## src/rtl/audio_stereo_gain_if.sv

```systemverilog
// Stereo sample stream bundle: left/right valid/ready inputs from the ADC side
// and left/right valid/ready outputs toward the DAC side.
interface audio_stereo_gain_if #(
  parameter int unsigned DATA_W = 24
);

  logic [DATA_W-1:0] in_left_data;
  logic              in_left_valid;
  logic              in_left_ready;
  logic [DATA_W-1:0] in_right_data;
  logic              in_right_valid;
  logic              in_right_ready;

  logic [DATA_W-1:0] out_left_data;
  logic              out_left_valid;
  logic              out_left_ready;
  logic [DATA_W-1:0] out_right_data;
  logic              out_right_valid;
  logic              out_right_ready;

  // Codec side: sources input samples, sinks processed samples
  modport master (
    output in_left_data, in_left_valid, input in_left_ready,
    output in_right_data, in_right_valid, input in_right_ready,
    input out_left_data, out_left_valid, output out_left_ready,
    input out_right_data, out_right_valid, output out_right_ready
  );

  // Gain stage side
  modport slave (
    input in_left_data, in_left_valid, output in_left_ready,
    input in_right_data, in_right_valid, output in_right_ready,
    output out_left_data, out_left_valid, input out_left_ready,
    output out_right_data, out_right_valid, input out_right_ready
  );

endinterface

```

## src/rtl/audio_stereo_gain.sv

```systemverilog
// Stereo gain/mute stage: pairs left/right samples into a frame, applies
// per-channel saturating fixed-point gain from one shared snapshot, then drains.
module audio_stereo_gain #(
  parameter int unsigned DATA_W    = 24,
  parameter int unsigned GAIN_W    = 8,
  parameter int unsigned FRAC_BITS = 4
) (
  input  logic              clk,
  input  logic              reset,
  input  logic [GAIN_W-1:0] gain_left,
  input  logic [GAIN_W-1:0] gain_right,
  input  logic              mute,
  input  logic              clear_clip,
  audio_stereo_gain_if.slave aud,
  output logic              clip_left,
  output logic              clip_right
);

  localparam int unsigned PROD_W = DATA_W + GAIN_W + 1;

  localparam logic signed [PROD_W-1:0] SAT_MAX = {{(GAIN_W + 2){1'b0}}, {(DATA_W - 1){1'b1}}};
  localparam logic signed [PROD_W-1:0] SAT_MIN = {{(GAIN_W + 2){1'b1}}, {(DATA_W - 1){1'b0}}};
  localparam logic [DATA_W-1:0]        OUT_MAX = {1'b0, {(DATA_W - 1){1'b1}}};
  localparam logic [DATA_W-1:0]        OUT_MIN = {1'b1, {(DATA_W - 1){1'b0}}};

  typedef enum logic [1:0] {
    ST_COLLECT = 2'd0,
    ST_COMPUTE = 2'd1,
    ST_OUTPUT  = 2'd2
  } state_e;

  // Returns {clipped, result}: signed sample times unsigned gain, floor-shifted, saturated
  function automatic logic [DATA_W:0] apply_gain(input logic [DATA_W-1:0] smp,
                                                 input logic [GAIN_W-1:0] gain);
    logic signed [PROD_W-1:0] prod;
    logic signed [PROD_W-1:0] shf;
    prod = PROD_W'($signed(smp)) * PROD_W'($signed({1'b0, gain}));
    shf  = prod >>> FRAC_BITS;
    if (shf > SAT_MAX) begin
      return {1'b1, OUT_MAX};
    end else if (shf < SAT_MIN) begin
      return {1'b1, OUT_MIN};
    end
    return {1'b0, shf[DATA_W-1:0]};
  endfunction

  state_e            state_q, state_d;
  logic              l_cap_q, l_cap_d;
  logic              r_cap_q, r_cap_d;
  logic [DATA_W-1:0] l_smp_q, l_smp_d;
  logic [DATA_W-1:0] r_smp_q, r_smp_d;
  logic              in_l_rdy_q, in_l_rdy_d;
  logic              in_r_rdy_q, in_r_rdy_d;
  logic [DATA_W-1:0] out_l_data_q, out_l_data_d;
  logic [DATA_W-1:0] out_r_data_q, out_r_data_d;
  logic              out_l_vld_q, out_l_vld_d;
  logic              out_r_vld_q, out_r_vld_d;
  logic              clip_l_q, clip_l_d;
  logic              clip_r_q, clip_r_d;

  logic              l_hs;
  logic              r_hs;
  logic [DATA_W:0]   l_res;
  logic [DATA_W:0]   r_res;

  assign l_hs  = aud.in_left_valid & in_l_rdy_q;
  assign r_hs  = aud.in_right_valid & in_r_rdy_q;
  assign l_res = apply_gain(l_smp_q, gain_left);
  assign r_res = apply_gain(r_smp_q, gain_right);

  // Next-state and datapath decode
  always_comb begin
    state_d      = state_q;
    l_cap_d      = l_cap_q;
    r_cap_d      = r_cap_q;
    l_smp_d      = l_smp_q;
    r_smp_d      = r_smp_q;
    out_l_data_d = out_l_data_q;
    out_r_data_d = out_r_data_q;
    out_l_vld_d  = out_l_vld_q;
    out_r_vld_d  = out_r_vld_q;
    clip_l_d     = clip_l_q;
    clip_r_d     = clip_r_q;

    if (clear_clip) begin
      clip_l_d = 1'b0;
      clip_r_d = 1'b0;
    end

    case (state_q)
      ST_COLLECT: begin
        if (l_hs) begin
          l_cap_d = 1'b1;
          l_smp_d = aud.in_left_data;
        end
        if (r_hs) begin
          r_cap_d = 1'b1;
          r_smp_d = aud.in_right_data;
        end
        if (l_cap_q && r_cap_q) begin
          state_d = ST_COMPUTE;
        end
      end

      ST_COMPUTE: begin
        l_cap_d     = 1'b0;
        r_cap_d     = 1'b0;
        out_l_vld_d = 1'b1;
        out_r_vld_d = 1'b1;
        if (mute) begin
          out_l_data_d = '0;
          out_r_data_d = '0;
        end else begin
          out_l_data_d = l_res[DATA_W-1:0];
          out_r_data_d = r_res[DATA_W-1:0];
          // Set beats a same-cycle clear
          if (l_res[DATA_W]) clip_l_d = 1'b1;
          if (r_res[DATA_W]) clip_r_d = 1'b1;
        end
        state_d = ST_OUTPUT;
      end

      ST_OUTPUT: begin
        if (out_l_vld_q && aud.out_left_ready) out_l_vld_d = 1'b0;
        if (out_r_vld_q && aud.out_right_ready) out_r_vld_d = 1'b0;
        if (!out_l_vld_d && !out_r_vld_d) begin
          state_d = ST_COLLECT;
        end
      end

      default: begin
        state_d = ST_COLLECT;
        l_cap_d = 1'b0;
        r_cap_d = 1'b0;
      end
    endcase

    // Readies are registered, so derive them from where the FSM is heading
    in_l_rdy_d = (state_d == ST_COLLECT) && !l_cap_d;
    in_r_rdy_d = (state_d == ST_COLLECT) && !r_cap_d;
  end

  always_ff @(posedge clk) begin
    if (!reset) begin
      state_q      <= ST_COLLECT;
      l_cap_q      <= 1'b0;
      r_cap_q      <= 1'b0;
      l_smp_q      <= '0;
      r_smp_q      <= '0;
      in_l_rdy_q   <= 1'b0;
      in_r_rdy_q   <= 1'b0;
      out_l_data_q <= '0;
      out_r_data_q <= '0;
      out_l_vld_q  <= 1'b0;
      out_r_vld_q  <= 1'b0;
      clip_l_q     <= 1'b0;
      clip_r_q     <= 1'b0;
    end else begin
      state_q      <= state_d;
      l_cap_q      <= l_cap_d;
      r_cap_q      <= r_cap_d;
      l_smp_q      <= l_smp_d;
      r_smp_q      <= r_smp_d;
      in_l_rdy_q   <= in_l_rdy_d;
      in_r_rdy_q   <= in_r_rdy_d;
      out_l_data_q <= out_l_data_d;
      out_r_data_q <= out_r_data_d;
      out_l_vld_q  <= out_l_vld_d;
      out_r_vld_q  <= out_r_vld_d;
      clip_l_q     <= clip_l_d;
      clip_r_q     <= clip_r_d;
    end
  end

  assign aud.in_left_ready   = in_l_rdy_q;
  assign aud.in_right_ready  = in_r_rdy_q;
  assign aud.out_left_data   = out_l_data_q;
  assign aud.out_right_data  = out_r_data_q;
  assign aud.out_left_valid  = out_l_vld_q;
  assign aud.out_right_valid = out_r_vld_q;
  assign clip_left           = clip_l_q;
  assign clip_right          = clip_r_q;

endmodule

```

## src/flat_wrapper.sv

```systemverilog
// flat-port wrapper written by rule: the top's interface ports become plain ports
module audio_stereo_gain_flat 
#(
  parameter int unsigned DATA_W    = 24,
  parameter int unsigned GAIN_W    = 8,
  parameter int unsigned FRAC_BITS = 4
)
  (clk, reset, gain_left, gain_right, mute, clear_clip, clip_left, clip_right, aud_in_left_data, aud_in_left_valid, aud_in_left_ready, aud_in_right_data, aud_in_right_valid, aud_in_right_ready, aud_out_left_data, aud_out_left_valid, aud_out_left_ready, aud_out_right_data, aud_out_right_valid, aud_out_right_ready);
  audio_stereo_gain_if #(.DATA_W(DATA_W)) aud_i ();
  input  logic clk;
  input  logic reset;
  input  logic [GAIN_W-1:0] gain_left;
  input  logic [GAIN_W-1:0] gain_right;
  input  logic mute;
  input  logic clear_clip;
  output logic clip_left;
  output logic clip_right;
  input wire logic [$bits(aud_i.in_left_data)-1:0] aud_in_left_data;
  input wire logic [$bits(aud_i.in_left_valid)-1:0] aud_in_left_valid;
  output wire logic [$bits(aud_i.in_left_ready)-1:0] aud_in_left_ready;
  input wire logic [$bits(aud_i.in_right_data)-1:0] aud_in_right_data;
  input wire logic [$bits(aud_i.in_right_valid)-1:0] aud_in_right_valid;
  output wire logic [$bits(aud_i.in_right_ready)-1:0] aud_in_right_ready;
  output wire logic [$bits(aud_i.out_left_data)-1:0] aud_out_left_data;
  output wire logic [$bits(aud_i.out_left_valid)-1:0] aud_out_left_valid;
  input wire logic [$bits(aud_i.out_left_ready)-1:0] aud_out_left_ready;
  output wire logic [$bits(aud_i.out_right_data)-1:0] aud_out_right_data;
  output wire logic [$bits(aud_i.out_right_valid)-1:0] aud_out_right_valid;
  input wire logic [$bits(aud_i.out_right_ready)-1:0] aud_out_right_ready;
  assign aud_i.in_left_data = aud_in_left_data;
  assign aud_i.in_left_valid = aud_in_left_valid;
  assign aud_in_left_ready = aud_i.in_left_ready;
  assign aud_i.in_right_data = aud_in_right_data;
  assign aud_i.in_right_valid = aud_in_right_valid;
  assign aud_in_right_ready = aud_i.in_right_ready;
  assign aud_out_left_data = aud_i.out_left_data;
  assign aud_out_left_valid = aud_i.out_left_valid;
  assign aud_i.out_left_ready = aud_out_left_ready;
  assign aud_out_right_data = aud_i.out_right_data;
  assign aud_out_right_valid = aud_i.out_right_valid;
  assign aud_i.out_right_ready = aud_out_right_ready;
  audio_stereo_gain #(.DATA_W(DATA_W), .GAIN_W(GAIN_W), .FRAC_BITS(FRAC_BITS)) u_core (.clk(clk), .reset(reset), .gain_left(gain_left), .gain_right(gain_right), .mute(mute), .clear_clip(clear_clip), .aud(aud_i), .clip_left(clip_left), .clip_right(clip_right));
endmodule
```

## config.mk

```make
export PLATFORM = sky130hd
export DESIGN_NAME = audio_stereo_gain_flat
export DESIGN_NICKNAME = d
export VERILOG_FILES = /design/src/rtl/audio_stereo_gain_if.sv /design/src/rtl/audio_stereo_gain.sv /design/src/flat_wrapper.sv
export SDC_FILE = /design/constraint.sdc
export NUM_CORES = 1
export LEC_CHECK = 0
export ABC_AREA = 1
export CORE_UTILIZATION = 38
export CTS_CLUSTER_SIZE = 14
export DETAILED_ROUTE_END_ITERATION = 10
export PLACE_DENSITY = 0.66
export SLEW_MARGIN = 5
export SYNTH_ARGS = -nofsm -noshare
export SYNTH_HDL_FRONTEND = slang
export SYNTH_SLANG_ARGS = --single-unit
```

## constraint.sdc

```tcl
create_clock -name clk -period 6.8 [get_ports clk]
set_clock_uncertainty 0.2 [all_clocks]
set_input_delay 1.36 -clock clk [delete_from_list [all_inputs] [get_ports clk]]
set_output_delay 1.36 -clock clk [all_outputs]
set_load 0.005 [all_outputs]
```

==> summary.md <==
| Metric | Value |
|---|---|
| Syn_area_per_cell | `6.94 µm²` |
| Final hold vios | `0` |
| Worst Hold Path Cells | `2` |
| Rel. slew slack | `28.3%` |
| Dpl ws | `-0.00263 ns` |
| Reg2Reg Setup Slack | `1.37 ns` |
| Antenna-violating nets left | `0` |
| Residual DRC | `0` |
| Routability congestion estimate | `0.923` |
| Post-CTS Setup Bufs | `0` |
| Die area | `0.0508 mm²` |
| Nets | `3360` |
| Hold wc startpoint | `u_core.aud.out_right_data[19]` |
| Per-cell routed wire length | `13.2 µm` |
| Metal2 WL | `24.7 mm` |
| Pins Over Slew Limit | `0` |
| Run status | `finished clean` |
| Synthesized instance count | `2730` |
| Critical path peak fanout | `22` |
| Count of cell types in the netlist | `36` |
| Via count | `16100` |
| Highest achievable clock rate | `156 MHz` |
| Static leakage | `12.6 nW` |
| CP endpoint kind | `register` |
| Syn-to-layout area delta | `15.6%` |
| Reg-to-Reg Start | `u_core.l_smp_q[23]` |
| Reg2Reg Capture Point | `u_core.aud.out_left_data[15]` |
| Clk root buf | `clkbuf_16` |
| Synthesized-area fraction occupied by adder cells | `40.3%` |
| Global-route wire length before repair | `80.9 mm` |
| Maximum vdd drop | `0.119 mV` |
| R2r worst-path depth | `24` |
| Pwr dens | `134 mW/mm²` |
| Final setup viols | `0` |
| Worst Hold Endpoint | `u_core.aud.out_right_data[19]` |
| Final Critical Period | `6.40 ns` |
| I/O Buffers | `125` |
| Share of cells above drive strength 1 | `6.60%` |
| Synthesis warning total | `0` |
| Xor/xnor share of the synthesized area | `2.31%` |
| Largest family of logic cells by synthesized area | `adder cells` |
| Mux share of post-synthesis cell area | `0%` |
| Final worst path period share | `94.1%` |
| Clock Path Buffers | `2` |
| Kind of critical path | `in -> reg` |
| Final core utilization | `44.6%` |
| H-tree Lvls | `3` |
| Top sig layer | `met4` |
| Met1 WL | `19.1 mm` |
| # IOs | `126` |
| Starting Density | `38.6%` |
| Tightest Pin Transition | `1.07 ns` |
| Initial drt markers | `649` |
| Largest net degree at the start of global routing | `54` |
| Setup TNS | `0 ns` |
| Num Clock Sinks | `106` |
| Final instance area | `0.0219 mm²` |
| Synthesized Nets | `3232` |
| Drt pass-1 iters | `5` |
| CP required | `6.85 ns` |
| DIE HEIGHT | `225 µm` |
| Fraction of the mapped netlist area in compound gates | `5.59%` |
| CTS clk-pin slew, worst paths | `0.08 ns` |
| RSZ-0062 raised after global routing | `false` |
| GRT Total Usage | `19.9%` |
| GRT Residual Overflow | `0` |
| Wire length on met3 | `1.44 mm` |
| Worst skew pair latency | `0.41 ns` |
| Die W | `225 µm` |
| Yosys reg bits | `106` |
| Post-DR vias/cell | `4.55` |
| Antenna violations before repair | `0` |
| Worst path arrival time | `6.45 ns` |
| Core area | `0.0491 mm²` |
| Number of global-route vias before repair | `16900` |
| Routed wire length | `46.6 mm` |
| Worst setup margin | `0.402 ns` |
| Row Count | `81` |
| Critical path launch point type | `input port` |
| DP Area | `0.0216 mm²` |
| Seq/Total Area, Yosys | `11.2%` |
| Ant diodes | `0` |
| Syn Std Cell Area | `0.0189 mm²` |
| Post-CTS Hold Buffers | `0` |
| Hold Crit Class | `reg -> reg` |
| CTS tree | `yes` |
| MaxCap Viol Count | `0` |
| Total CTS buffers | `9` |
| Hpwl dp | `39.1 mm` |
| Cts repair resizes | `0` |
| Simple-gate portion of the synthesized area | `23.2%` |
cells in the final DEF (no fill, tap or decap), types with 7 or more instances in the layout:
cell,netlist,final
nand2_1,852,852
inv_1,744,744
fa_1,300,300
a21oi_1,132,132
ha_1,130,130
clkdlybuf4s50_1,0,125
dfxtp_1,106,106
nand3_1,95,95
nor2_1,89,89
buf_4,0,87
xnor2_1,29,29
nand2_2,26,26
xor2_1,21,21
a21oi_2,20,20
buf_12,2,19
o21ai_0,12,12
clkbuf_16,0,9
nand4_1,8,8
o21bai_1,7,7
synthesized netlist by cell type:
cell | instances | area (µm²)
a21boi_0 | 1 | 7.51
a21boi_2 | 1 | 11.3
a21o_1 | 4 | 30.0
a21oi_1 | 132 | 661
a21oi_2 | 20 | 175
a22oi_1 | 1 | 7.51
a31oi_1 | 6 | 37.5
and2_1 | 1 | 6.26
buf_1 | 2 | 7.51
buf_12 | 2 | 40.0
buf_2 | 8 | 40.0
buf_6 | 1 | 11.3
clkbuf_1 | 101 | 379
dfxtp_1 | 106 | 2120
fa_1 | 300 | 6010
ha_1 | 130 | 1630
inv_1 | 744 | 2790
inv_2 | 5 | 18.8
nand2_1 | 852 | 3200
nand2_2 | 26 | 163
nand3_1 | 95 | 475
nand3_2 | 4 | 40.0
nand3b_1 | 3 | 22.5
nand4_1 | 8 | 50.1
nor2_1 | 89 | 334
nor2_2 | 6 | 37.5
nor3_1 | 5 | 25.0
nor3_2 | 2 | 20.0
nor3b_1 | 1 | 7.51
nor4_1 | 2 | 12.5
nor4_2 | 1 | 12.5
o21ai_0 | 12 | 60.1
o21ai_2 | 2 | 17.5
o21bai_1 | 7 | 52.6
xnor2_1 | 29 | 254
xor2_1 | 21 | 184
through the flow:
stage / total power [mW] / cells / hold WS [ns]
2_1_floorplan: 1.80 / 2730 / 0.260
3_3_place_gp: 2.36 / 3511 / 0.256
3_5_place_dp: 2.38 / 3511 / 0.257
4_1_cts: 2.98 / 3527 / 0.270
5_1_grt: 3.21 / 3527 / 0.295
6_report: 2.93 / 3527 / 0.268
worst max-delay path by stage:
stage	cells after the start	end	startpoint
finish	25	u_core.aud.out_right_data[2]	gain_right[0]
detailed placement	25	u_core.aud.out_right_data[20]	gain_right[0]
floorplan	22	u_core.aud.out_left_data[4]	gain_left[2]
CTS	25	u_core.aud.out_right_data[20]	gain_right[0]
global placement	24	u_core.aud.out_right_data[21]	gain_right[1]
global route	25	u_core.aud.out_left_data[11]	gain_left[2]
per-layer routing:
metal / GRT usage, % / vias to the layer above
met4: 7.22 / 0
met5: 0 / -
met3: 2.45 / 70
met2: 38.1 / 272
li1: - / 8083
met1: 22.3 / 7633
worst max-delay path: stages:
cell	delay, ns
clkdlybuf4s50_1	0.52
buf_12	0.15
nand2_1	0.11
fa_1	0.54
inv_1	0.21
fa_1	0.48
fa_1	0.55
inv_1	0.05
fa_1	0.47
inv_1	0.04
ha_1	0.34
nand2_1	0.15
nor2_1	0.17
nor3b_1	0.20
buf_4	0.14
nand2_1	0.09
nand3_1	0.10
nand2_1	0.05
nor2_1	0.07
nand3_1	0.13
nand2_1	0.13
buf_12	0.15
nand3_1	0.09
nand2_1	0.08
a21oi_1	0.06
cell type report:
class / instances / area [µm²]
repair buffers: 231 / 2280
flip-flops and latches: 106 / 2120
multi-input cells: 1761 / 13500
fillers: 5092 / 27200
clock buffers: 9 / 225
well taps: 664 / 831
clock inverters: 7 / 88.8
inverters: 749 / 2810
cell families after synthesis:
kind of cell / after synthesis
adder cells (fa/ha/maj): 430
AND/OR/NAND/NOR: 1095
flip-flops: 106
buffers and inverters: 863
AO/OA/AOI/OAI: 186
XOR/XNOR: 50
sequential cells by signal (all words and copies together) (netlist names):
register                    cells
u_core.aud.out_left_data       24
u_core.aud.out_right_data      24
u_core.l_smp_q                 24
u_core.r_smp_q                 24
u_core.state_q                  2
u_core.aud.in_left_ready        1
u_core.aud.in_right_ready       1
u_core.aud.out_left_valid       1
u_core.aud.out_right_valid      1
u_core.clip_left                1
u_core.clip_right               1
u_core.l_cap_q                  1
u_core.r_cap_q                  1
power by group:
part | switching, mW | total [mW] | internal [mW] | leakage, nW
sequential | 0.0583 | 0.707 | 0.649 | 0.859
clock | 0.321 | 0.587 | 0.266 | 0.153
combinational | 0.955 | 1.64 | 0.685 | 11.6
total | 1.33 | 2.93 | 1.60 | 12.6
Power figures use the tool's default switching activity.
